File: config.mk
export PLATFORM = sky130hd
export DESIGN_NAME = left_packetizer
export DESIGN_NICKNAME = d
export VERILOG_FILES = /design/src/rtl/left_pkt_pkg.sv /design/src/rtl/pkt_out_slot.sv /design/src/rtl/left_packetizer.sv
export SDC_FILE = /design/constraint.sdc
export NUM_CORES = 1
export LEC_CHECK = 0
export CORE_ASPECT_RATIO = 0.5
export CORE_MARGIN = 1
export CORE_UTILIZATION = 58
export DETAILED_ROUTE_END_ITERATION = 10
export GPL_ROUTABILITY_DRIVEN = 0
export MAX_ROUTING_LAYER = met4
export PLACE_DENSITY_LB_ADDON = 0.1
export SLEW_MARGIN = 10
export SYNTH_ARGS = -nofsm -noshare
export SYNTH_HDL_FRONTEND = slang
export SYNTH_SLANG_ARGS = --single-unit
File: constraint.sdc
create_clock -name clk -period 3.5 [get_ports clk]
set_input_delay 0.35 -clock clk [delete_from_list [all_inputs] [get_ports clk]]
set_output_delay 0.35 -clock clk [all_outputs]
set_load 0.05 [all_outputs]
File: src/rtl/left_pkt_pkg.sv
// Shared types and helpers for the left-side packetizer.
//   state_t     : packetizer FSM states
//   HDR_TAG_DEF : default tag placed in the top byte of every header word
//   mk_header   : builds a header word {tag, zeros, seq} for a given data width
package left_pkt_pkg;

  typedef enum logic [1:0] {
    S_IDLE,
    S_PAY,
    S_SUM
  } state_t;

  localparam logic [7:0] HDR_TAG_DEF = 8'hA5;

  // Widest data path mk_header can build for; callers cast down to their DW.
  localparam int MAX_DW = 64;

  function automatic logic [MAX_DW-1:0] mk_header(input logic [7:0] tag,
                                                  input logic [7:0] seq,
                                                  input int         dw);
    logic [MAX_DW-1:0] h;
    h = MAX_DW'(seq);
    h = h | (MAX_DW'(tag) << (dw - 8));
    return h;
  endfunction

endpackage

File: src/rtl/pkt_out_slot.sv
// Single-entry valid/ready output register.
//   load/din   : write din into the slot this cycle (only when slot_free)
//   rdy_left   : downstream ready
//   data_left  : held word, stable while vld_left & ~rdy_left
//   vld_left   : slot holds a word
//   slot_free  : slot is empty or is being drained this cycle
module pkt_out_slot #(
  parameter int DW = 16
) (
  input  logic          clk,
  input  logic          rst_n,
  input  logic          load,
  input  logic [DW-1:0] din,
  input  logic          rdy_left,
  output logic [DW-1:0] data_left,
  output logic          vld_left,
  output logic          slot_free
);

  assign slot_free = ~vld_left | rdy_left;

  // NOTE: sequential state uses non-blocking (<=) so every register samples
  // the pre-edge values of the others, independent of process ordering.
  always_ff @(posedge clk or negedge rst_n) begin
    if (!rst_n) begin
      vld_left  <= 1'b0;
      // NOTE: the data register is reset too, so data_left is a known zero
      // out of reset rather than whatever the flops powered up with.
      data_left <= '0;
    end else if (load) begin
      vld_left  <= 1'b1;
      data_left <= din;
    end else if (slot_free) begin
      vld_left  <= 1'b0;
    end
  end

endmodule

File: src/rtl/left_packetizer.sv
// Groups an input word stream into packets: header, PKT_LEN payload words,
// checksum. All words leave through one registered valid/ready slot.
//   data_i/valid_i/ready_o : source channel (ready_o never depends on valid_i)
//   data_left/vld_left/rdy_left : output channel to the downstream FIFO
//   busy_o    : a packet is in progress
//   pkt_cnt_o : completed packets, wraps at 2^16
// DW must be in 16..64.
module left_packetizer
  import left_pkt_pkg::*;
#(
  parameter int         DW      = 16,
  parameter int         PKT_LEN = 4,
  parameter logic [7:0] HDR_TAG = HDR_TAG_DEF
) (
  input  logic          clk,
  input  logic          rst_n,
  input  logic [DW-1:0] data_i,
  input  logic          valid_i,
  output logic          ready_o,
  output logic [DW-1:0] data_left,
  output logic          vld_left,
  input  logic          rdy_left,
  output logic          busy_o,
  output logic [15:0]   pkt_cnt_o
);

  localparam int CNT_W = $clog2(PKT_LEN + 1);

  state_t           state, state_n;
  logic [7:0]       seq;
  logic [DW-1:0]    csum;
  logic [CNT_W-1:0] count;
  logic [15:0]      pkt_cnt;

  logic             slot_free;
  logic             load;
  logic [DW-1:0]    load_data;
  logic [DW-1:0]    header;
  logic             hdr_go, pay_acc, sum_go;

  assign header    = DW'(mk_header(HDR_TAG, seq, DW));
  assign ready_o   = (state == S_PAY) && slot_free;
  assign busy_o    = (state != S_IDLE);
  assign pkt_cnt_o = pkt_cnt;

  always_ff @(posedge clk or negedge rst_n) begin
    if (!rst_n) state <= S_IDLE;
    else        state <= state_n;
  end

  always_comb begin
    // NOTE: every output of this block gets a default first; a path that
    // leaves one unassigned would infer a latch.
    state_n   = state;
    load      = 1'b0;
    load_data = '0;
    hdr_go    = 1'b0;
    pay_acc   = 1'b0;
    sum_go    = 1'b0;
    unique case (state)
      // The header is emitted on valid_i alone; the first data word is
      // consumed a cycle later in S_PAY.
      S_IDLE: if (valid_i && slot_free) begin
        hdr_go    = 1'b1;
        load      = 1'b1;
        load_data = header;
        state_n   = S_PAY;
      end
      S_PAY: if (valid_i && ready_o) begin
        pay_acc   = 1'b1;
        load      = 1'b1;
        load_data = data_i;
        if (count == CNT_W'(PKT_LEN - 1)) state_n = S_SUM;
      end
      S_SUM: if (slot_free) begin
        sum_go    = 1'b1;
        load      = 1'b1;
        load_data = csum;
        state_n   = S_IDLE;
      end
      default: state_n = S_IDLE;
    endcase
  end

  // Checksum seeds with the header and accumulates modulo 2^DW.
  always_ff @(posedge clk or negedge rst_n) begin
    if (!rst_n) begin
      seq     <= '0;
      csum    <= '0;
      count   <= '0;
      pkt_cnt <= '0;
    end else begin
      if (hdr_go) begin
        csum  <= header;
        count <= '0;
      end else if (pay_acc) begin
        csum  <= csum + data_i;
        count <= count + 1'b1;
      end
      if (sum_go) begin
        seq     <= seq + 8'd1;
        pkt_cnt <= pkt_cnt + 16'd1;
      end
    end
  end

  pkt_out_slot #(.DW(DW)) u_slot (
    .clk       (clk),
    .rst_n     (rst_n),
    .load      (load),
    .din       (load_data),
    .rdy_left  (rdy_left),
    .data_left (data_left),
    .vld_left  (vld_left),
    .slot_free (slot_free)
  );

endmodule

# Word-level counts from Yosys, hierarchy flattened
# Index checks and enable logic that the tools add are counted.
[classes]
add_sub_neg = 4
n_eq_ne = 7
muxes = 22
bitwise_logic = 2
n_reduce_logical = 8
[op_table]
columns = ["op", "count"]
rows = [
  ["$mux 16", 5],
  ["$pmux 16 s3", 1],
  ["$add 16x1->16 const B", 1],
  ["$add 16x16->16", 1],
  ["$add 8x1->8 const B", 1],
  ["$mux 1", 8],
  ["$mux 2", 4],
  ["$mux 3", 2],
  ["$pmux 2 s3", 1],
  ["$reduce_bool 2->1", 3],
  ["$ne 2x1->1 const B", 2],
  ["$ne 2x2->1 const B", 2],
  ["$reduce_and 4->1", 1],
  ["$add 3x1->3 const B", 1],
  ["$eq 3x2->1 const B", 1],
  ["$logic_and 1x1->1", 3],
  ["$pmux 1 s3", 1],
  ["$eq 2x1->1 const B", 1],
  ["$eq 2x2->1 const B", 1],
  ["$logic_not 2->1", 1],
  ["$not 1->1", 1],
  ["$or 1x1->1", 1],
]
[word_totals]
reg_bits = 62
in_bits = 20
out_inout_bits = 35
wordCells = 50

# Logic depth before layout (Yosys ltp)
# Gate-level depths: netlist of run 1.
[depth]
ltp_word = 8
depth_mapped = 9
depth_no_buf = 9

# Cells and area by module
# A second synthesis of run 1 with hierarchy kept.
[hier_totals]
hier_cells = 357
hier_area_um2 = 3562.2
[by_module_without_submodules]
columns = ["module", "n_inst", "cells_per_inst", "area_each_um2", "seq_area_each_um2"]
rows = [
  ["left_packetizer", 1, 320, 2879.0, 1126.1],
  ["pkt_out_slot", 1, 37, 683.2, 425.4],
]

# Worst setup path after synthesis of run 1
# No wires, ideal clock.
[synth_timing]
path_kind = "reg2out"
startpoint = "reg state[0]"
endpoint = "out ready_o"
t_arrival_ns = 2.105
required_time_ns = 3.150
slack_ns = 1.045
path_stages_with_launch = 4
path_buffers = 2
cell_sequence = "dfrtp_1 clkbuf_1 clkbuf_1 nor3b_1"
[synth_via]
elab_chain_len = 2
[synth_lines]
columns = ["element", "line_no", "source"]
rows = [
  ["from (decl)", "left_packetizer.sv:29", "state_t state, state_n;"],
  ["from (signal assigned)", "left_packetizer.sv:48", "else state <= state_n;"],
  ["$eq 2x1->1", "left_packetizer.sv:42", "assign ready_o = (state == S_PAY) && slot_free;"],
  ["$logic_and 1x1->1", "left_packetizer.sv:42", ""],
  ["to (decl)", "left_packetizer.sv:19", "output logic ready_o,"],
]
# Every way passes these cells.

# Worst setup path in the final report of run 1
[layout_timing]
startpoint = "in data_i[8]"
endpoint = "reg csum[15]"
[layout_via]
elab_chain_len = 3
[layout_lines]
columns = ["element", "line_no", "source"]
rows = [
  ["from (decl)", "left_packetizer.sv:17", "input logic [DW-1:0] data_i,"],
  ["$add 16x16->16", "left_packetizer.sv:97", "csum <= csum + data_i;"],
  ["$mux 16", "left_packetizer.sv:96", "end else if (pay_acc) begin"],
  ["$mux 16", "left_packetizer.sv:93", "if (hdr_go) begin"],
  ["to (signal assigned)", "left_packetizer.sv:94", "csum <= header;"],
  ["to (signal assigned)", "left_packetizer.sv:97", ""],
  ["to (decl)", "left_packetizer.sv:31", "logic [DW-1:0] csum;"],
]
# Every way passes these cells. The select of a mux whose other input is x is not followed.
# A chain may end at the register's enable or synchronous reset.

==> results of run 1 <==
-- layout make-up --
cell class | count | area (um^2) | area share [%]
multi-input combinational | 257 | 1730 | 40.5
sequential | 62 | 1550 | 36.3
timing repair buffer | 61 | 591 | 13.8
clock buffer | 12 | 256 | 6.01
tap | 73 | 91.3 | 2.14
inverter | 11 | 41.3 | 0.967
clock inverter | 1 | 7.51 | 0.176
-- cells in the final DEF (no fill, tap or decap), drive strengths merged, types with 2 or more instances in the layout --
master         count
o22ai              2
nand2             37
a221o             12
nand2b             2
o21a               2
a21o               3
nand3             10
clkdlybuf4s50     53
dfrtp             62
nor2              21
buf                7
and2               2
a211oi             3
nor3               4
nor2b             10
clkbuf            12
nand4              3
and3               7
mux2               2
xnor2             24
or2                2
and4               2
ha                19
o21ai             23
mux2i              3
nor3b              2
o211ai             2
a222oi             4
a31oi              2
a21oi             36
xor2              10
inv               11
-- power by group through the flow --
stage | logic [W] | registers (W) | clock network (W)
final | 0.00174 | 0.00113 | 0.000785
after global routing | 0.00191 | 0.00115 | 0.000836
after CTS | 0.00174 | 0.00112 | 0.000804
after detailed placement | 0.00172 | 0.00113 | 0
after global placement | 0.00168 | 0.00112 | 0
after floorplan | 0.000997 | 0.00138 | 0
-- state kept, by name (all words and copies together), names as in the netlist --
name,flops
csum,16
state,2
pkt_cnt_o,16
seq,8
count,3
u_slot.data_left,16
u_slot.vld_left,1
-- metrics by stage --
step,std cells,hold slack (ns)
after global placement,463,0.305
after global routing,477,0.499
after detailed placement,463,0.317
final,477,0.466
after floorplan,346,0.0544
after CTS,477,0.470
-- final timing paths --
check,from,end,slack (ns),depth (start not counted)
max,data_i[8],csum[15]$_DFFE_PN0P_,0.92,9
min,pkt_cnt_o[15]$_DFFE_PN0P_,pkt_cnt_o[15]$_DFFE_PN0P_,0.47,1
max reg2reg,csum[8]$_DFFE_PN0P_,csum[15]$_DFFE_PN0P_,0.99,8
min reg2reg,pkt_cnt_o[15]$_DFFE_PN0P_,pkt_cnt_o[15]$_DFFE_PN0P_,0.47,1
max in group asynchronous,rst_n,csum[10]$_DFFE_PN0P_,2.09,3
min in group asynchronous,rst_n,seq[3]$_DFFE_PN0P_,0.50,2
-- worst max-delay path: stages --
cell	delay [ns]
clkdlybuf4s50_1	0.43
ha_1	0.41
nand4_1	0.15
nor3_1	0.39
o21ai_2	0.14
mux2i_1	0.15
a2111oi_2	0.44
mux2i_1	0.23
a21oi_1	0.08
-- repair_timing --
item,4_1_cts,5_1_grt
hold buffers,1,0
hold endpoints to repair,19,0
resized for setup,0,0
-- kinds of logic (layout without fill, tap and decap cells) --
logic type / count (synthesis) / after routing
xor gates and xnor gates: 34 / 34
AOI/OAI and AO/OA: 95 / 95
and+or+nand+nor: 103 / 103
DFF: 62 / 62
adders and majority gates: 20 / 20
muxes: 5 / 5
buffers and inverters: 27 / 85
-- per-layer routing --
metal | GRT usage [%] | vias to the layer above | wire [um]
met5 | - | - | 0
met1 | 38.2 | 1342 | 3560
met4 | 9.33 | 0 | 77
li1 | - | 1352 | -
met3 | 8.31 | 11 | 401
met2 | 41.5 | 80 | 3510
==> summary.md, run 1 <==
| Metric | Value |
|---|---|
| Initial antenna violation count | `0` |
| Synth Instances | `346` |
| Synth Area in Adders | `7.61%` |
| Initial core utilization | `60.9%` |
| Power Internal | `0.00213 W` |
| DR pass1 iterations | `5` |
| Cell Area, Synth | `0.00339 mm^2` |
| First-pass GRT wire length | `12800 um` |
| Total GRT Usage | `28.5%` |
| CP Max Fanout | `5` |
| Setup TNS | `0 ns` |
| Vias per inst | `5.84` |
| # IOs | `55` |
| Pin count of the biggest net entering global routing | `44` |
| Seq/Total Area, Yosys | `45.8%` |
| CTS Sinks | `62` |
| Root buffer cell | `clkbuf_16` |
| Status | `completed` |
| Synth area leaders | `dfrtp_1 46%, ha_1 7.0%, xnor2_1 6.2%` |
| H-tree depth | `3` |
| Pre-CTS setup slack | `0.654 ns` |
| Die Width | `110 um` |
| Clock share of power | `21.5%` |
| Post-Route WL | `7550 um` |
| Slew Limit Fails | `0` |
| Yosys top cell area share | `45.8%` |
| Switching Power | `0.00152 W` |
| Setup Crit Path Kind | `input pin to flop` |
| Vias after detailed routing | `2785` |
| Synth area leader | `dfrtp_1` |
| Ys Warns | `0` |
| Seq pwr share | `30.8%` |
| Post-Synth Simple-Gate Area | `14.6%` |
| Core area | `0.00556 mm^2` |
| Fin. Hold Viols | `0` |
| Clk buf depth | `2` |
| Post-place instance area | `0.00400 mm^2` |
| Post-synth top cells | `62 x dfrtp_1, 36 x nand2_1, 35 x a21oi_1` |
| Unrepaired setup endpoints after global routing | `no` |
| Switching portion of total power | `41.6%` |
| Synth Area in Compound Gates | `18.5%` |
| Drt wl/cell | `15.8 um` |
| Clock latency on the worst-skew pair | `0.33 ns` |
| Max-capacitance violation count | `0` |
| Antenna violation net count after detailed routing | `0` |
| Area delta synth->final | `26.0%` |
| Peak VDD IR | `555 uV` |
| Req. time, crit path | `3.68 ns` |
| Ys flop type | `dfrtp_1` |
| Die ar. | `0.00617 mm^2` |
| # diodes | `0` |
| CTS Buf Count | `9` |
| Post-synthesis mux area share | `1.55%` |
| Worst-margin pin slew | `0.670 ns` |
| Synthesized area per cell | `9.79 um^2` |
| Final global-route overflow total | `0` |
| Worst setup EP type | `flop` |
| Final net count | `442` |
| Post-detail-place hpwl | `5250 um` |
| TritonCTS clock tree | `built` |
| Yosys cell types | `47` |
| Pwr Density | `855 mW/mm^2` |
| # rows | `19` |
| Slew HR | `55.2%` |
| # setup viols final | `0` |
| Ys async rst share | `100%` |
| Share of layout cells above drive strength 1 | `7.43%` |
| Post-synthesis register bit count | `62` |
| Fmax | `0.388 GHz` |
| Critical Path AT | `2.76 ns` |
| Synth Net Count | `386` |
| Post-synth EDFFs | `0` |
| Final WS setup | `0.923 ns` |
| Most common cell in the synthesized netlist | `dfrtp_1` |
| Residual DRC | `0` |
| Initial drt markers | `162` |
| P_leak | `1.90 nW` |
| Design area | `0.00427 mm^2` |
| Fillers | `387` |
| Post CTS Setup Buffer Count | `0` |
| Clk_skew | `0.00971 ns` |
| Die Span Y | `56.0 um` |
| Largest family of logic cells by synthesized area | `compound AO/OA/AOI/OAI gates` |
| Final Util | `76.7%` |
| Power, Total | `0.00365 W` |
| Synth Area in XOR/XNOR | `8.79%` |
| Period utilization | `73.6%` |
| Element type at the critical path start | `input pin` |
| CTS clk-pin slew, worst paths | `0.05 ns` |
| Comb power frac | `47.7%` |
| Tmin final | `2.58 ns` |
| Hold crit path type | `flop to flop` |
| I/O Buffers | `54` |
| Vias in the first global route | `2670` |
(Power assumes the default switching activity.)
==> run 2: changes to the inputs <==
--- a/config.mk
+++ b/config.mk
@@ -7,7 +7,7 @@
 export LEC_CHECK = 0
 export CORE_ASPECT_RATIO = 0.5
 export CORE_MARGIN = 1
-export CORE_UTILIZATION = 58
+export CORE_UTILIZATION = 54
 export DETAILED_ROUTE_END_ITERATION = 10
 export GPL_ROUTABILITY_DRIVEN = 0
 export MAX_ROUTING_LAYER = met4
==> constraint.sdc (replaced) <==
create_clock -name clk -period 2.4 [get_ports clk]
set_input_delay 0.24 -clock clk [delete_from_list [all_inputs] [get_ports clk]]
set_output_delay 0.24 -clock clk [all_outputs]
set_load 0.05 [all_outputs]
==> run 2 against run 1 <==
  * Worst setup slack got worse by 0.76 ns
  * Sequential share of layout area fell by 1.7 points
  * Non-clock buffer count rose by 14
  * Register-to-register slack got worse by 0.83 ns
  * Via count rose by 4.5%
  * Sequential power rose by 43%
  * Worst hold slack improved by 0.0033 ns
  * Power rose by 59%
  * Routed wire length rose by 11%
  * Critical endpoint is now csum[13]$_DFFE_PN0P_
  * Highest routed layer unchanged
==> summary.md, run 2 (synthesis gave the netlist of run 1 again) <==
| Metric | Value |
|---|---|
| Status | `completed` |
| # IOs | `55 (unchanged)` |
| Slew Limit Fails | `0 (unchanged)` |
| Final WS setup | `0.163 ns (-0.760 ns)` |
| Req. time, crit path | `2.59 ns (-1.09 ns)` |
| # setup viols final | `0 (unchanged)` |
| Post-detail-place hpwl | `5710 um (+8.8%)` |
| Vias per inst | `5.78 (-1.1%)` |
| CP Max Fanout | `4 (-1)` |
| Pre-CTS setup slack | `-0.314 ns (-0.968 ns)` |
| CP Cell Sequence | `ha_1 -> o211ai_1 -> nor3_2 -> nor3b_1 -> nor2_1 -> a311oi_1 -> xor2_1 -> a21oi_1` |
| Hold crit path type | `flop to flop` |
| Die Span Y | `58 um (+3.5%)` |
| Peak VDD IR | `797 uV (+43%)` |
| Post-place instance area | `0.00413 mm^2 (+3.5%)` |
| GRT Max-Usage Layer | `met2` |
| Clk buf depth | `2 (unchanged)` |
| Die ar. | `0.00661 mm^2 (+7.2%)` |
| Design area | `0.00448 mm^2 (+4.9%)` |
| Core area | `0.00575 mm^2 (+3.4%)` |
| Critical Path Max Stage Delay | `0.40 ns (-0.04 ns)` |
| Final global-route overflow total | `0 (unchanged)` |
| Worst path bufs/invs | `0 (-1)` |
| Unrepaired setup endpoints after global routing | `yes` |
| Switching portion of total power | `40.3% (-1.3 points)` |
| CTS Buf Count | `9 (unchanged)` |
| H-tree depth | `3 (unchanged)` |
| Fin. Hold Viols | `0 (unchanged)` |
| Initial antenna violation count | `0 (unchanged)` |
| Crit path max-delay cell type | `dfrtp_1` |
| Tmin final | `2.24 ns` |
| CTS clk-pin slew, worst paths | `0.05 ns (about the same)` |
| Initial drt markers | `177 (+9.3%)` |
| Comb power frac | `47.9% (+0.2 points)` |
| Die Width | `114 um (+3.6%)` |
| Reg2Reg Depth | `8 (unchanged)` |
| First-pass GRT wire length | `13800 um (+8.1%)` |
| Most frequent cells in the layout | `62 x dfrtp_1, 51 x clkdlybuf4s50_1, 36 x nand2_1, 33 x a21oi_1, 24 x xnor2_1` |
| Critical Path AT | `2.43 ns (-0.33 ns)` |
| GRT met2 Usage | `44.7% (+3.2 points)` |
| Clock share of power | `24.2% (+2.7 points)` |
| Pwr Density | `1300 mW/mm^2 (+52%)` |
| CTS Sinks | `62 (unchanged)` |
| Final net count | `456 (+3.2%)` |
| I/O Buffers | `54 (unchanged)` |
| Grt met3 use | `7.85% (-0.47 points)` |
| Worst path depth | `8 (-1)` |
| Vias in the first global route | `2878 (+7.8%)` |
| Total GRT Usage | `29.0% (+0.56 points)` |
| Slew HR | `48.6% (-6.6 points)` |
| Setup Crit Path Kind | `flop to flop` |
| Drt wl/cell | `16.6 um (+5.2%)` |
| Max-capacitance violation count | `0 (unchanged)` |
| Element type at the critical path start | `flop` |
| Area delta synth->final | `32.2%` |
| Worst-margin pin slew | `0.771 ns (+0.101 ns)` |
| Met1 Track Usage GR | `37.0% (-1.2 points)` |
| Share of layout cells above drive strength 1 | `12.4% (+5.0 points)` |
| Setup TNS | `0 ns (unchanged)` |
| Seq pwr share | `27.9% (-2.9 points)` |
| # rows | `19 (unchanged)` |
| P_leak | `2.01 nW (+6.0%)` |
| Power Internal | `0.00347 W (+63%)` |
| DR pass1 iterations | `5 (unchanged)` |
| Antenna violation net count after detailed routing | `0 (unchanged)` |
| Worst Hold Path Cells | `1 (unchanged)` |
| Post CTS Setup Buffer Count | `0 (unchanged)` |
| Vias after detailed routing | `2911 (+4.5%)` |
| Worst setup EP type | `flop` |
| Post-Route WL | `8390 um (+11%)` |
| Residual DRC | `0 (unchanged)` |
| Clk_skew | `0.00639 ns (-0.00332 ns)` |
| # diodes | `0 (unchanged)` |
| Pin count of the biggest net entering global routing | `40 (-9.1%)` |
| Root buffer cell | `clkbuf_16` |
| Switching Power | `0.00234 W (+54%)` |
| Commonest non-fill, non-tap cell in the layout | `dfrtp_1` |
| Clock latency on the worst-skew pair | `0.33 ns (about the same)` |
| TritonCTS clock tree | `built` |
| Fmax | `0.447 GHz` |
| Top delay family on crit path | `compound AO/OA/AOI/OAI gates` |
| Initial core utilization | `58.9% (-2.0 points)` |
| Period utilization | `93.2%` |
-- run 2: cell types whose count changed in the layout (fill, tap and decap cells not counted), moves of 2 or more --
cell             change
clkdlybuf4s50_1      -2
a21oi_1              -2
buf_4               +14
buf_12               +2
a21oi_2              +2
bufinv_16            +2
clkinv_2             +2
-- run 2: final timing paths --
path	to	slack (ns)	start
worst min register to register	pkt_cnt_o[15]$_DFFE_PN0P_	0.47	pkt_cnt_o[15]$_DFFE_PN0P_
worst max-delay path	csum[13]$_DFFE_PN0P_	0.16	csum[2]$_DFFE_PN0P_
worst min-delay path	pkt_cnt_o[15]$_DFFE_PN0P_	0.47	pkt_cnt_o[15]$_DFFE_PN0P_
min in group asynchronous	pkt_cnt_o[4]$_DFFE_PN0P_	0.52	rst_n
worst max register to register	csum[13]$_DFFE_PN0P_	0.16	csum[2]$_DFFE_PN0P_
max in group asynchronous	u_slot.vld_left$_DFFE_PN0P_	1.25	rst_n
-- run 2: through the flow --
| stage | power, W | utilization (%) | hold slack (ns) | instances |
|---|---|---|---|---|
| CTS | 0.00581 | 77.7 | 0.473 | 504 |
| global route | 0.00615 | 77.9 | 0.481 | 504 |
| floorplan | 0.00347 | - | -0.0556 | 346 |
| global placement | 0.00425 | 71.9 | 0.337 | 488 |
| finish | 0.00581 | 77.9 | 0.469 | 504 |
| detailed placement | 0.00434 | 71.9 | 0.351 | 488 |
-- run 2: worst register-to-register path, stage by stage, from the launching register on --
cell and delay, ns:
dfrtp_1 0.40, ha_1 0.35, o211ai_1 0.27, nor3_2 0.11, nor3b_1 0.26, nor2_1 0.10
a311oi_1 0.35, xor2_1 0.18, a21oi_1 0.08
-- run 2: final cells by class --
class	instances	area [um^2]
clock inverter	4	70.1
fill	409	1270
inverter	11	41.3
tap	84	105
multi-input combinational	257	1740
clock buffer	11	253
timing repair buffer	75	716
sequential	62	1550
-- run 2: what timing repair did --
action | 4_1_cts | 5_1_grt
hold buffers | 1 | 0
gates resized for setup | 1 | 2
setup endpoints to repair | 1 | 6
pin swaps | 0 | 3
hold endpoints to repair | 18 | 0
-- run 2: per-layer routing --
| metal | vias up | wire length (um) |
|---|---|---|
| li1 | 1369 | - |
| met2 | 97 | 3870 |
| met1 | 1428 | 3880 |
| met4 | 0 | 187 |
| met5 | - | 0 |
| met3 | 17 | 448 |
-- run 2: power groups by stage --
stage | clock, W | combinational, W | sequential (W)
after floorplan | 0 | 0.00145 | 0.00202
after CTS | 0.00142 | 0.00277 | 0.00162
final | 0.00141 | 0.00278 | 0.00162
after global routing | 0.00146 | 0.00303 | 0.00166
after detailed placement | 0 | 0.00272 | 0.00162
after global placement | 0 | 0.00265 | 0.00160
